--- src/rtl/fetch_unit.sv ---
// Instruction fetch unit: issues one outstanding instruction-memory read at a
// time, buffers returned words with their addresses in a small FIFO, and
// steers the external PC (increment after each fetch, load on redirect).
module fetch_unit #(
    parameter int unsigned DEPTH = 2
) (
    input  logic        clk,
    input  logic        rst,
    input  logic [15:0] pc_addr,
    output logic        pc_inc,
    output logic        pc_branch,
    output logic [15:0] pc_bra_add,
    output logic        mem_req,
    output logic [15:0] mem_addr,
    input  logic        mem_ack,
    input  logic [15:0] mem_data,
    input  logic        br_valid,
    input  logic [15:0] br_target,
    output logic        ins_valid,
    output logic [15:0] ins_data,
    output logic [15:0] ins_pc,
    input  logic        ins_ready
);

    localparam int unsigned PTR_W = $clog2(DEPTH);
    localparam int unsigned CNT_W = $clog2(DEPTH + 1);

    typedef enum logic [2:0] {
        S_IDLE,
        S_WAIT,
        S_UPD,
        S_DROP,
        S_REDIR
    } state_t;

    state_t             state;
    state_t             state_nxt;
    logic [15:0]        tgt_q;
    logic [CNT_W-1:0]   count;
    logic [PTR_W-1:0]   rd_ptr;
    logic [PTR_W-1:0]   wr_ptr;
    logic [15:0]        pc_mem   [DEPTH];
    logic [15:0]        data_mem [DEPTH];
    logic               push;
    logic               pop;
    logic               fetch_start;

    function automatic logic [PTR_W-1:0] ptr_inc(input logic [PTR_W-1:0] p);
        return (p == PTR_W'(DEPTH - 1)) ? '0 : p + PTR_W'(1);
    endfunction

    // A returning word is kept only if no redirect arrives with it.
    assign push        = (state == S_WAIT) && mem_ack && !br_valid;
    assign pop         = ins_valid && ins_ready;
    assign fetch_start = (state == S_IDLE) && (state_nxt == S_WAIT);

    // State register.
    always_ff @(posedge clk) begin
        if (rst) begin
            state <= S_IDLE;
        end else begin
            state <= state_nxt;
        end
    end

    // Next-state logic; a redirect during a read waits for that read to finish.
    always_comb begin
        state_nxt = state;
        case (state)
            S_IDLE: begin
                if (br_valid) begin
                    state_nxt = S_REDIR;
                end else if (count < CNT_W'(DEPTH)) begin
                    state_nxt = S_WAIT;
                end
            end
            S_WAIT: begin
                if (mem_ack) begin
                    state_nxt = br_valid ? S_REDIR : S_UPD;
                end else if (br_valid) begin
                    state_nxt = S_DROP;
                end
            end
            S_UPD:   state_nxt = br_valid ? S_REDIR : S_IDLE;
            S_DROP:  state_nxt = mem_ack ? S_REDIR : S_DROP;
            S_REDIR: state_nxt = br_valid ? S_REDIR : S_IDLE;
            default: state_nxt = S_IDLE;
        endcase
    end

    // Moore output decode.
    always_comb begin
        mem_req   = 1'b0;
        pc_inc    = 1'b0;
        pc_branch = 1'b0;
        case (state)
            S_WAIT, S_DROP: mem_req   = 1'b1;
            S_UPD:          pc_inc    = 1'b1;
            S_REDIR:        pc_branch = 1'b1;
            default:        ;
        endcase
    end

    assign pc_bra_add = tgt_q;

    // Redirect target capture; the latest pulse always wins.
    always_ff @(posedge clk) begin
        if (rst) begin
            tgt_q <= '0;
        end else if (br_valid) begin
            tgt_q <= br_target;
        end
    end

    // Read address is latched from the PC when a fetch is launched.
    always_ff @(posedge clk) begin
        if (rst) begin
            mem_addr <= '0;
        end else if (fetch_start) begin
            mem_addr <= pc_addr;
        end
    end

    // FIFO control; flush outranks push and pop.
    always_ff @(posedge clk) begin
        if (rst || br_valid) begin
            count  <= '0;
            rd_ptr <= '0;
            wr_ptr <= '0;
        end else begin
            if (push) begin
                wr_ptr <= ptr_inc(wr_ptr);
            end
            if (pop) begin
                rd_ptr <= ptr_inc(rd_ptr);
            end
            if (push && !pop) begin
                count <= count + CNT_W'(1);
            end else if (!push && pop) begin
                count <= count - CNT_W'(1);
            end
        end
    end

    // FIFO storage; never written while full, so the head slot is stable.
    always_ff @(posedge clk) begin
        if (!rst && push) begin
            pc_mem[wr_ptr]   <= mem_addr;
            data_mem[wr_ptr] <= mem_data;
        end
    end

    assign ins_valid = (count != '0);
    assign ins_data  = ins_valid ? data_mem[rd_ptr] : '0;
    assign ins_pc    = ins_valid ? pc_mem[rd_ptr]   : '0;

endmodule

--- config.mk ---
export PLATFORM = sky130hd
export DESIGN_NAME = fetch_unit
export DESIGN_NICKNAME = d
export VERILOG_FILES = /design/src/rtl/fetch_unit.sv
export SDC_FILE = /design/constraint.sdc
export NUM_CORES = 1
export LEC_CHECK = 0
export CAP_MARGIN = 20
export CORE_MARGIN = 2
export CORE_UTILIZATION = 41
export CTS_BUF_LIST = sky130_fd_sc_hd__clkbuf_2
export CTS_CLUSTER_SIZE = 25
export DETAILED_ROUTE_END_ITERATION = 7
export PLACE_DENSITY = 0.74
export SLEW_MARGIN = 0
export SYNTH_ARGS = -nofsm -noshare
export SYNTH_HDL_FRONTEND = slang
export SYNTH_SLANG_ARGS = --single-unit
--- constraint.sdc ---
create_clock -name clk -period 3.43 [get_ports clk]
set_clock_uncertainty 0.2 [all_clocks]
set_input_delay 0.686 -clock clk [delete_from_list [all_inputs] [get_ports clk]]
set_output_delay 0.686 -clock clk [all_outputs]
set_load 0.05 [all_outputs]
==> results.txt, run 1 <==
- Dividing total power by cell area gives a power density of slightly below 400 mW/mm2.
- For the worst setup path, the data required time is about 2.5 ns.
* Number of core rows: 36
* Instance area at placement: 0.00546 mm2
- Area Growth Syn to Fin: 37.4%
- Startpoint of the lowest-slack hold path: mem_addr[3]
* Chip width: just over 100 um
* Reported max-cap violation count: 0
- R2R Path Start: state[0]
- The tree is rooted in a clkbuf_2.
- In the layout the commonest cells are 93 x clkdlybuf4s50_1, 64 x mux2i_1, 64 x edfxtp_1.
* Core region area: 0.00968 mm2
- Wire length of the first global-routing pass: 12900 um
- In the final layout, the share of cells above drive strength 1 is 7.03%.
* RePlAce Congestion: around 0.71
* Max-slew violation total from the final report: 0
- For the worst flop-to-flop path, the logic depth is 5.
- For the pin with the worst max-slew slack, the measured transition is 0.547 ns.
* Resized cells post-CTS: 6
- The via count of the first global-routing pass is 2597.
- Crit Path Class: reg -> out
- Clock tree from TritonCTS: yes
- No sink is reached through more buffers than the 2 on the longest clock path.
- First DRT Iteration DRCs: 73
- Synthesis instantiated 28 different standard cells from the library.
* DIE AREA: 0.0107 mm2
- Static power due to leakage: 2.34 nW
- The min-delay analysis places its worst path in the category reg -> reg.
* Startpoint class of the critical path: flip-flop
- The worst-case IR drop observed on VDD is 197 uV.
- After synthesis, flip-flops and latches occupy 67.0% of the total area.
- The finished cells cover 0.00559 mm2.
* Cell type with the largest total area after synthesis: edfxtp_1
* Clock network power share: 21.1%
* Depth of the worst hold-timing path: 2
- Synthesis produced a netlist with a net count of 354.
- Dpl hpwl: 5550 um
- Ant. Diodes: 0
- In this run the vertical extent of the chip is around 100 um.
- Number of antenna violations at the first check in global routing: 0
- DR DRC count: 0
- Int Power: 1.61 mW
* Avg Synthesized Cell Area: 13.6 um2
- Dividing the detail-routed via count by the number of cells gives around 4.7.
* Kind of end point of the critical path: primary output
- Relative slew slack: around 63%
- Of the post-synthesis cell area, the dominant cell type holds a little under half.
- In this run, CTS created clock tree buffers numbering 9.
- Mapped cell area: 0.00407 mm2
- The worst register-to-register path has a setup slack of about 1.2 ns.
- Setup bufs post-CTS: 0
- The synthesized design contains roughly 100 register bits.
* Signal arrival time at the worst endpoint: 2.21 ns
* Post-detailed-route wirelength per cell: between 10 and 15 um
* Fraction of registers with async set or reset after synthesis: 0%
* First-pass iteration count of the detailed router: 4
- In this run the worst setup path begins at count[1].
- For this run, the leading register cell type out of synthesis is edfxtp_1.
* Layout net count: around 480
* Switching power of the nets: 0.603 mW
- IO buf count: 120
- Setup repair after global routing left no endpoint under its margin.
- Number of vias after detailed routing: 2625
- In this run the worst path has a maximum fanout of 7.
- Combinational share of power: ~16%
- The initial utilization of the core area, before any placement, comes to 42.0%.
* Total clock sinks: 104
- The detail route stage leaves a number of antenna-violating nets equal to 0.
- In this run, flip-flops and latches consume 62.6% of the power.
* Result of the run: complete, no violations
- Hold_buf cts: 0
- Entering global routing, the biggest net connects 55 pins.
* Number of endpoints with negative hold slack in the final report: 0
- The smallest clock period supported by the final layout is computed as 3.10 ns.
- In the final timing run, aggregate negative setup slack is 0 ns.
- Switching portion of total power: 27.2%
- The worst path uses 90.3% of the clock period.
- FMAX: 0.323 GHz
- Htree depth: 3
- Post-synthesis cell count: 300
- Count of flip-flops with a built-in enable after synthesis: 64
* Clk slew on worst S/H paths: approximately 0.26 ns
- After global routing the overflow that remains totals 0.
- For this block, the routed nets add up to 8150 um of wire.
* I/O pin cnt: approximately 120
- Later-pin clock latency in the skew report: 0.56 ns
- Total of endpoints with negative setup slack in the final report: 0
* Count of warnings emitted by yosys: 0
* Commonest non-fill, non-tap cell in the layout: clkdlybuf4s50_1
- GRT Total Usage: between 15 and 20%
- Cell types occupying the most area after synthesis: edfxtp_1 47%, dfxtp_1 20%, mux2i_1 16%
[worst max-delay path, stage by stage, from the launching register on]
cell	delay, ns
dfxtp_1	0.52
nor2_2	0.14
nor2_1	0.17
clkdlybuf4s50_1	0.82
[metrics by stage]
stage / setup slack, ns / utilization (%) / hold WS (ns) / power [mW] / instances
2_1_floorplan: 0.194 / - / 0.267 / 1.62 / 300
3_3_place_gp: 0.504 / 56.4 / 0.267 / 1.77 / 544
3_5_place_dp: 0.444 / 56.4 / 0.274 / 1.78 / 544
4_1_cts: 0.00260 / 57.1 / 0.320 / 2.24 / 560
5_1_grt: 0.159 / 57.7 / 0.331 / 2.31 / 560
6_report: 0.331 / 57.7 / 0.315 / 2.22 / 560
[cells in the mapped netlist, drive strengths merged, types with 2 or more instances]
master  number
edfxtp      64
mux2i       64
nor2        51
dfxtp       40
nand2b      32
clkbuf      11
buf          6
nor2b        4
nor3         3
nor3b        3
o21ai        3
xor2         3
a21oi        2
nand2        2
[final cells by class]
class / count / area (um2)
Clock buffer: 11 / 55.1
Multi-Input combinational cell: 178 / 1270
Clock inverter: 5 / 22.5
Inverter: 1 / 3.75
Fill cell: 821 / 4100
Tap cell: 133 / 166
Sequential cell: 104 / 2730
Timing Repair Buffer: 128 / 1350
[logic make-up (layout without fill, tap and decap cells)]
group                      after synthesis  in the layout  share of synthesized area [%]
muxes                                   64             64                           15.8
DFF                                    104            104                           67.0
buffers and inverters                   18            145                           2.15
and+or+nand+nor                        101            101                           12.8
adders and majority gates                1              1                          0.308
AOI/OAI and AO/OA                        8              8                           1.20
xor gates and xnor gates                 4              4                          0.862
[routing by layer]
metal | wire [um] | GRT usage, % | share of wire [%] | vias to the layer above
met1 | 3670 | 19.0 | 45 | 1247
li1 | - | - | - | 1287
met3 | 503 | 5.03 | 6.2 | 12
met4 | 120 | 5.98 | 1.5 | 0
met5 | 0 | 0 | 0 | -
met2 | 3850 | 24.0 | 47 | 79
[sequential cells by signal (all words and copies together), names as in the netlist, named ones only]
name	cells
state	3
pc_mem	32
rd_ptr	1
data_mem	32
mem_addr	16
pc_bra_add	16
wr_ptr	1
count	2
[power groups by stage]
| stage | sequential, mW | clock, mW | combinational (mW) |
|---|---|---|---|
| final | 1.39 | 0.468 | 0.361 |
| after global routing | 1.39 | 0.537 | 0.382 |
| after CTS | 1.39 | 0.489 | 0.366 |
| after detailed placement | 1.42 | 0 | 0.365 |
| after global placement | 1.41 | 0 | 0.361 |
| after floorplan | 1.50 | 0 | 0.128 |
[final timing paths]
path                       to
setup / recovery    ins_pc[4]
hold reg to reg   mem_addr[3]
hold / removal    mem_addr[3]
setup reg to reg     count[1]
No activity file was read; power rests on OpenSTA's default activity.
==> inputs of run 2 (changes only) <==
--- a/config.mk
+++ b/config.mk
@@ -8,9 +8,10 @@
 export CAP_MARGIN = 20
 export CORE_MARGIN = 2
 export CORE_UTILIZATION = 41
-export CTS_BUF_LIST = sky130_fd_sc_hd__clkbuf_2
+export CTS_BUF_LIST = sky130_fd_sc_hd__clkbuf_2 sky130_fd_sc_hd__clkbuf_4 sky130_fd_sc_hd__clkbuf_8
 export CTS_CLUSTER_SIZE = 25
 export DETAILED_ROUTE_END_ITERATION = 7
+export HOLD_SLACK_MARGIN = 0.12
 export PLACE_DENSITY = 0.74
 export SLEW_MARGIN = 0
 export SYNTH_ARGS = -nofsm -noshare
==> results.txt, run 2 (synthesized netlist as in run 1, its figures left out) <==
* Area Growth Syn to Fin: 39.0%
- Setup bufs post-CTS: 0 (unchanged)
- The global routing usage on met3 is 4.85% (-0.19 points).
* Dpl hpwl: 5550 um (unchanged)
- The number of antenna cells inserted is 0 (unchanged).
- Met1 track demand over resource: 19.0% (about the same)
* TritonCTS Buffers: 9 (unchanged)
- Clock tree root driver cell: clkbuf_8
- Signal arrival time at the worst endpoint: 2.25 ns (+0.04 ns)
* IO buf count: 120 (unchanged)
- The clock sink count was 104 (unchanged).
- Static power due to leakage: 1.95 nW (-17%)
- Total detailed-routing wirelength: 8100 um (-0.63%)
- The number of hold violations in the final report was 0 (unchanged).
- Setup repair after global routing left no endpoint under its margin.
- Initial cell density of the core: 42.0% (unchanged)
- The area enclosed by the die boundary came to 0.0107 mm2 (unchanged).
- The die extent in y came to 104 um (unchanged).
- The post-cts resize count was 0 (-6).
- The fmax is 0.319 GHz (-1.3%).
- The largest registers in the layout are data_mem x32, pc_mem x32.
- The headroom to the max-slew limit came to 63.4% (+0.33 points).
- The total negative slack for setup checks was 0 ns (unchanged).
- Clk slew on worst S/H paths: 0.09 ns (-0.17 ns)
- The power density over the cells is 437 mW/mm2 (+10%).
- Max Buffers Root-to-Sink: 2 (unchanged)
- The maximum fanout along the worst path came to 21 (+14).
- Crit Reg-Reg Endpoint: count[1]
- The clock latency reported for the late side of the worst-skew pair is 0.36 ns (-0.20 ns).
- The peak supply drop came to 202 uV (+2.3%).
- Startpoint class of the critical path: flip-flop
* Number of nets with antenna violations after detailed routing: 0 (unchanged)
* Wire length of the first global-routing pass: 13000 um (+0.22%)
- Final Critical Period: 3.14 ns (+0.0396 ns)
- The max capacitance violation total is 0 (unchanged).
* Number of antenna violations at the first check in global routing: 0 (unchanged)
- Most frequent cells in the layout: 120 x clkdlybuf4s50_1, 64 x mux2i_1, 64 x edfxtp_1
- The startpoint identified for the worst register-to-register timing path is state[0].
* Final total power: 2.47 mW (+12%)
- Fraction of layout cells with a size suffix above 1: 7.03% (unchanged)
- Worst setup path endpoint: ins_pc[6]
* Number of vias after detailed routing: 2647 (+0.84%)
* Commonest non-fill, non-tap cell in the layout: clkdlybuf4s50_1
- Post-detailed-route wirelength per cell: 14.5 um (-0.63%)
* Crit Path Class: reg -> out
- Total of endpoints with negative setup slack in the final report: 0 (unchanged)
- Pin count of the biggest net entering global routing: 55 (unchanged)
- The routability-driven placement congestion ratio is 0.707 (unchanged).
- The core area is 0.00968 mm2 (unchanged).
- The initial detailed-routing violation count came to 75 (+2.7%).
- The width of the die came to 104 um (unchanged).
- Number of inserted filler cells in the final layout: 804 (-2.1%)
- Hold_buf cts: 0 (unchanged)
- Portion of the clock cycle consumed by the worst path in the final layout: 91.5% (+1.2 points)
* Number of vias per cell after detailed routing: 4.73 (+0.84%)
- The critical path required time was 2.54 ns (about the same).
- The number of pins exceeding their max-slew limit in the final report came to 0 (unchanged).
* Result of the run: complete, no violations
- Worst hold-check path type: reg -> reg
- The first-pass iteration count of the detailed router came to 4 (unchanged).
* Vias in the first global route: 2609 (+0.46%)
- The number of cells traversed by the worst register-to-register path came to 5 (unchanged).
- The maximum level of the CTS H-tree was 3 (unchanged).
* I/O pin cnt: 121 (unchanged)
- DR DRC count: 0 (unchanged)
* Congestion Overflow GR: 0 (unchanged)
* GRT Total Usage: 15.0% (-0.039 points)
- In this run the most used layer during global routing was met2.
- Kind of end point of the critical path: primary output
- Met2 GRT Util: 24.3% (+0.28 points)
- Reg-to-reg slack, setup: 1.21 ns (+0.03 ns)
- Layout net count: 476 (unchanged)
- Clock tree from TritonCTS: yes
- The floorplan row count was 36 (unchanged).
- Actual slew at the worst max-slew pin: 0.542 ns (-0.00484 ns)
==> run 2: cell types whose count changed in the layout (fill, tap and decap cells not counted), moves of 3 or more <==
cell,change
dlygate4sd2_1,-5
clkbuf_8,+12
clkbuf_2,-11
inv_2,-3
dlymetal6s2s_1,-22
clkdlybuf4s50_1,+27
==> run 2: critical path, stage by stage (launching register included) <==
cell and delay [ns]:
dfxtp_2 0.60, buf_12 0.25, mux2i_1 0.10, nor2_1 0.12, clkdlybuf4s50_1 0.82
==> run 2: area by class of cell <==
type                    count  area [um2]  share of cell area [%]
inverters                   1        3.75                  0.0664
multi-input cells         178        1270                    22.4
well taps                 133         166                    2.94
clock buffers              14         180                    3.19
clock inverters             2        11.3                   0.199
repair buffers            128        1300                    23.0
flip-flops and latches    104        2720                    48.2
==> run 2: worst min-delay path by stage <==
stage | endpoint | slack, ns | start | cells after the start
final | pc_mem[1][3] | 0.29 | mem_addr[3] | 0
after global routing | pc_mem[1][9] | 0.31 | mem_addr[9] | 0
after CTS | pc_mem[1][3] | 0.30 | mem_addr[3] | 0
after detailed placement | pc_mem[1][3] | 0.27 | mem_addr[3] | 0
after global placement | pc_mem[0][15] | 0.27 | mem_addr[15] | 0
after floorplan | wr_ptr | 0.27 | wr_ptr | 1
==> run 2: stage by stage <==
| step | instances | utilization (%) | worst slack (ns) | instance area, um2 | hold WS, ns |
|---|---|---|---|---|---|
| 2_1_floorplan | 300 | - | 0.194 | 4070 | 0.267 |
| 3_3_place_gp | 544 | 56.4 | 0.504 | 5460 | 0.267 |
| 3_5_place_dp | 544 | 56.4 | 0.444 | 5460 | 0.274 |
| 4_1_cts | 560 | 58.4 | 0.245 | 5650 | 0.296 |
| 5_1_grt | 560 | 58.4 | 0.160 | 5650 | 0.311 |
| 6_report | 560 | 58.4 | 0.292 | 5650 | 0.292 |
==> run 2: routing by layer <==
metal  part of all wire, %  vias up
met3                   6.3       10
li1                      -     1286
met4                   1.3        0
met1                    44     1270
met2                    48       81
met5                     0        -
==> run 2: power by group <==
part | internal [mW] | switching [mW]
sequential | 1.36 | 0.0281
clock | 0.340 | 0.383
combinational | 0.158 | 0.205
total | 1.86 | 0.615
==> inputs of run 3 (changes only) <==
--- a/config.mk
+++ b/config.mk
@@ -7,13 +7,11 @@
 export LEC_CHECK = 0
 export CAP_MARGIN = 20
 export CORE_MARGIN = 2
-export CORE_UTILIZATION = 41
+export CORE_UTILIZATION = 49
 export CTS_BUF_LIST = sky130_fd_sc_hd__clkbuf_2 sky130_fd_sc_hd__clkbuf_4 sky130_fd_sc_hd__clkbuf_8
-export CTS_CLUSTER_SIZE = 25
 export DETAILED_ROUTE_END_ITERATION = 7
 export HOLD_SLACK_MARGIN = 0.12
-export PLACE_DENSITY = 0.74
-export SLEW_MARGIN = 0
+export PLACE_DENSITY = 0.86
 export SYNTH_ARGS = -nofsm -noshare
 export SYNTH_HDL_FRONTEND = slang
 export SYNTH_SLANG_ARGS = --single-unit
==> results.txt, run 3 (synthesized netlist as in run 1, its figures left out) <==
* Most frequent cells in the layout: 120 x clkdlybuf4s50_1, 64 x mux2i_1, 64 x edfxtp_1
- On the critical path, the stage with the largest delay is an instance of clkdlybuf4s50_1.
- The clock sink count was 104 (unchanged).
- The core occupancy in the finished layout was 69.1% (+11 points).
- Multi-input gate area: 0.00127 mm2 (about the same)
* DR DRC count: 0 (unchanged)
- Startpoint class of the critical path: flip-flop
- The setup violation total in the final timing report is 0 (unchanged).
- The via count of the first global-routing pass was 2587 (-0.84%).
* Static power due to leakage: 1.94 nW (-0.30%)
* Total detailed-routing wirelength: 7920 um (-2.2%)
- Number of vias per cell after detailed routing: 4.98 (+5.5%)
- Power per Cell Area: 448 mW/mm2 (+2.3%)
- The run finished with clean final reports.
* Reported max-cap violation count: 0 (unchanged)
- Leaving out fill and tap cells, the most frequent cell in the layout is clkdlybuf4s50_1.
* GRT Total Usage: 17.6% (+2.6 points)
- The maximum buffer depth of the clock tree came to 2 (unchanged).
- Setup repair after global routing left no endpoint under its margin.
- I/O pin cnt: 121 (unchanged)
- The first-pass iteration count of the detailed router came to 4 (unchanged).
- Signal arrival time at the worst endpoint: 2.21 ns (-0.04 ns)
- The critical path in this run is classified as reg -> out.
- Final Critical Period: 3.10 ns (-0.0405 ns)
- DIE AREA: 0.00904 mm2 (-16%)
- The first-pass GRT wire length is 12200 um (-6.2%).
* Path depth of the worst reg2reg path: 5 (unchanged)
- Hold slack: 0.284 ns (-0.00827 ns)
- The fmax was 0.323 GHz (+1.3%).
* Resized cells post-CTS: 0 (unchanged)
- The count of buffers from port buffering is 120 (unchanged).
- The clock slew seen by the registers of the worst setup and hold paths was 0.10 ns (about the same).
- The number of antenna violations at the first check in global routing is 0 (unchanged).
* Layout net count: 477 (+0.21%)
- The number of CTS-inserted buffers was 9 (unchanged).
- VDD IR-drop max: 250 uV (+24%)
- STA classifies the critical path endpoint as a primary output.
- Initial cell density of the core: 50.0% (+8.0 points)
- The fraction of final layout cells with drive strength greater than 1 is 6.78% (-0.25 points).
- Portion of the clock cycle consumed by the worst path in the final layout: 90.3% (-1.2 points)
* Crit-path max FO: 22 (+4.8%)
* Actual slew at the worst max-slew pin: 0.576 ns (+0.0346 ns)
* Clock tree from TritonCTS: yes
- Dpl hpwl: 5450 um (-1.8%)
* Number of endpoints with negative hold slack in the final report: 0 (unchanged)
- Pin count of the biggest net entering global routing: 55 (unchanged)
* Hold_buf cts: 0 (unchanged)
- The instance count along the most critical hold path came to 0 (unchanged).
* Number of inserted filler cells in the final layout: 603 (-25%)
* Storage cell area: 0.00272 mm2 (unchanged)
- Setup TNS after final layout: 0 ns (unchanged)
- Clock tree root driver cell: clkbuf_8
* Relative slew slack: 61.1% (-2.3 points)
- Worst hold-check path type: reg -> reg
- Number of nets with antenna violations after detailed routing: 0 (unchanged)
- The buffer count from post-CTS setup fixing came to 0 (unchanged).
* Chip width: 95.1 um (-8.2%)
* Crit-path max cell delay: 0.82 ns (about the same)
* Top Registers: data_mem x32, pc_mem x32
* Number of vias after detailed routing: 2657 (+0.38%)
- Post-detailed-route wirelength per cell: 14.9 um (+2.8%)
- Number of core rows: 33 (-8.3%)
- The initial detailed-routing violation count was 95 (+27%).
- The clock latency reported for the late side of the worst-skew pair is 0.36 ns (about the same).
* Critical path cell sequence: buf_12, mux2i_1, nor2_1, clkdlybuf4s50_1
- The area growth from synthesis to layout is 38.2%.
- The number of antenna cells inserted is 0 (unchanged).
* RePlAce Congestion: 0.715 (+1.2%)
- The total congestion overflow after global routing is 0 (unchanged).
- Core region area: 0.00813 mm2 (-16%)
- Htree depth: 3 (unchanged)
- The number of pins exceeding their max-slew limit in the final report came to 0 (unchanged).
- Required time reported for the critical path endpoint: 2.54 ns (about the same)
* Die Span Y: 95.1 um (-8.2%)
## run 3: cell count changes in the layout (fill, tap and decap cells not counted), moves of 2 or more
cell        previous run  this run
clkbuf_8              12         9
buf_4                  5         7
clkbuf_4               2         0
clkinvlp_4             0         2
## run 3: worst paths after layout
check | start | to | slack [ns]
worst max-delay path | flip-flop | ins_data[6] | 0.33
worst min register to register | mem_addr[15] | pc_mem[0][15] | 0.28
worst min-delay path | mem_addr[15] | pc_mem[0][15] | 0.28
worst max register to register | state[0] | count[1] | 1.14
## run 3: power breakdown
part           switching (mW)  internal, mW  total [mW]
sequential             0.0279          1.36        1.39
clock                   0.421         0.344       0.765
combinational           0.205         0.159       0.364
## run 3: layer usage
layer	vias to the layer above	share of wire, %	global-route usage, %
li1	1298	-	-
met1	1272	42	20.9
met2	79	50	30.3
met3	8	7.1	5.93
met4	0	0.96	5.43
met5	-	0	0
## run 3: layout make-up
cell class                 instances  area share [%]
clock buffer                       9            2.20
clock inverter                     7            1.38
inverter                           1          0.0668
multi-input combinational        178            22.5
sequential                       104            48.5
tap                              105            2.34
timing repair buffer             129            23.0
## run 3: stage by stage
| stage | instance area, um2 | setup WS (ns) | instances | power [mW] |
|---|---|---|---|---|
| 2_1_floorplan | 4070 | 0.194 | 300 | 1.62 |
| 3_3_place_gp | 5420 | 0.505 | 517 | 1.77 |
| 3_5_place_dp | 5420 | 0.423 | 517 | 1.78 |
| 4_1_cts | 5620 | 0.302 | 533 | 2.54 |
| 5_1_grt | 5620 | 0.212 | 533 | 2.61 |
| 6_report | 5620 | 0.332 | 533 | 2.52 |
## run 3: worst max-delay path, delay by kind of cell, from the launching register on
family | cells | cell delay [ns]
buffers and inverters | 2 | 1.06
flip-flops | 1 | 0.56
multiplexers | 1 | 0.10
AND/OR/NAND/NOR | 1 | 0.12
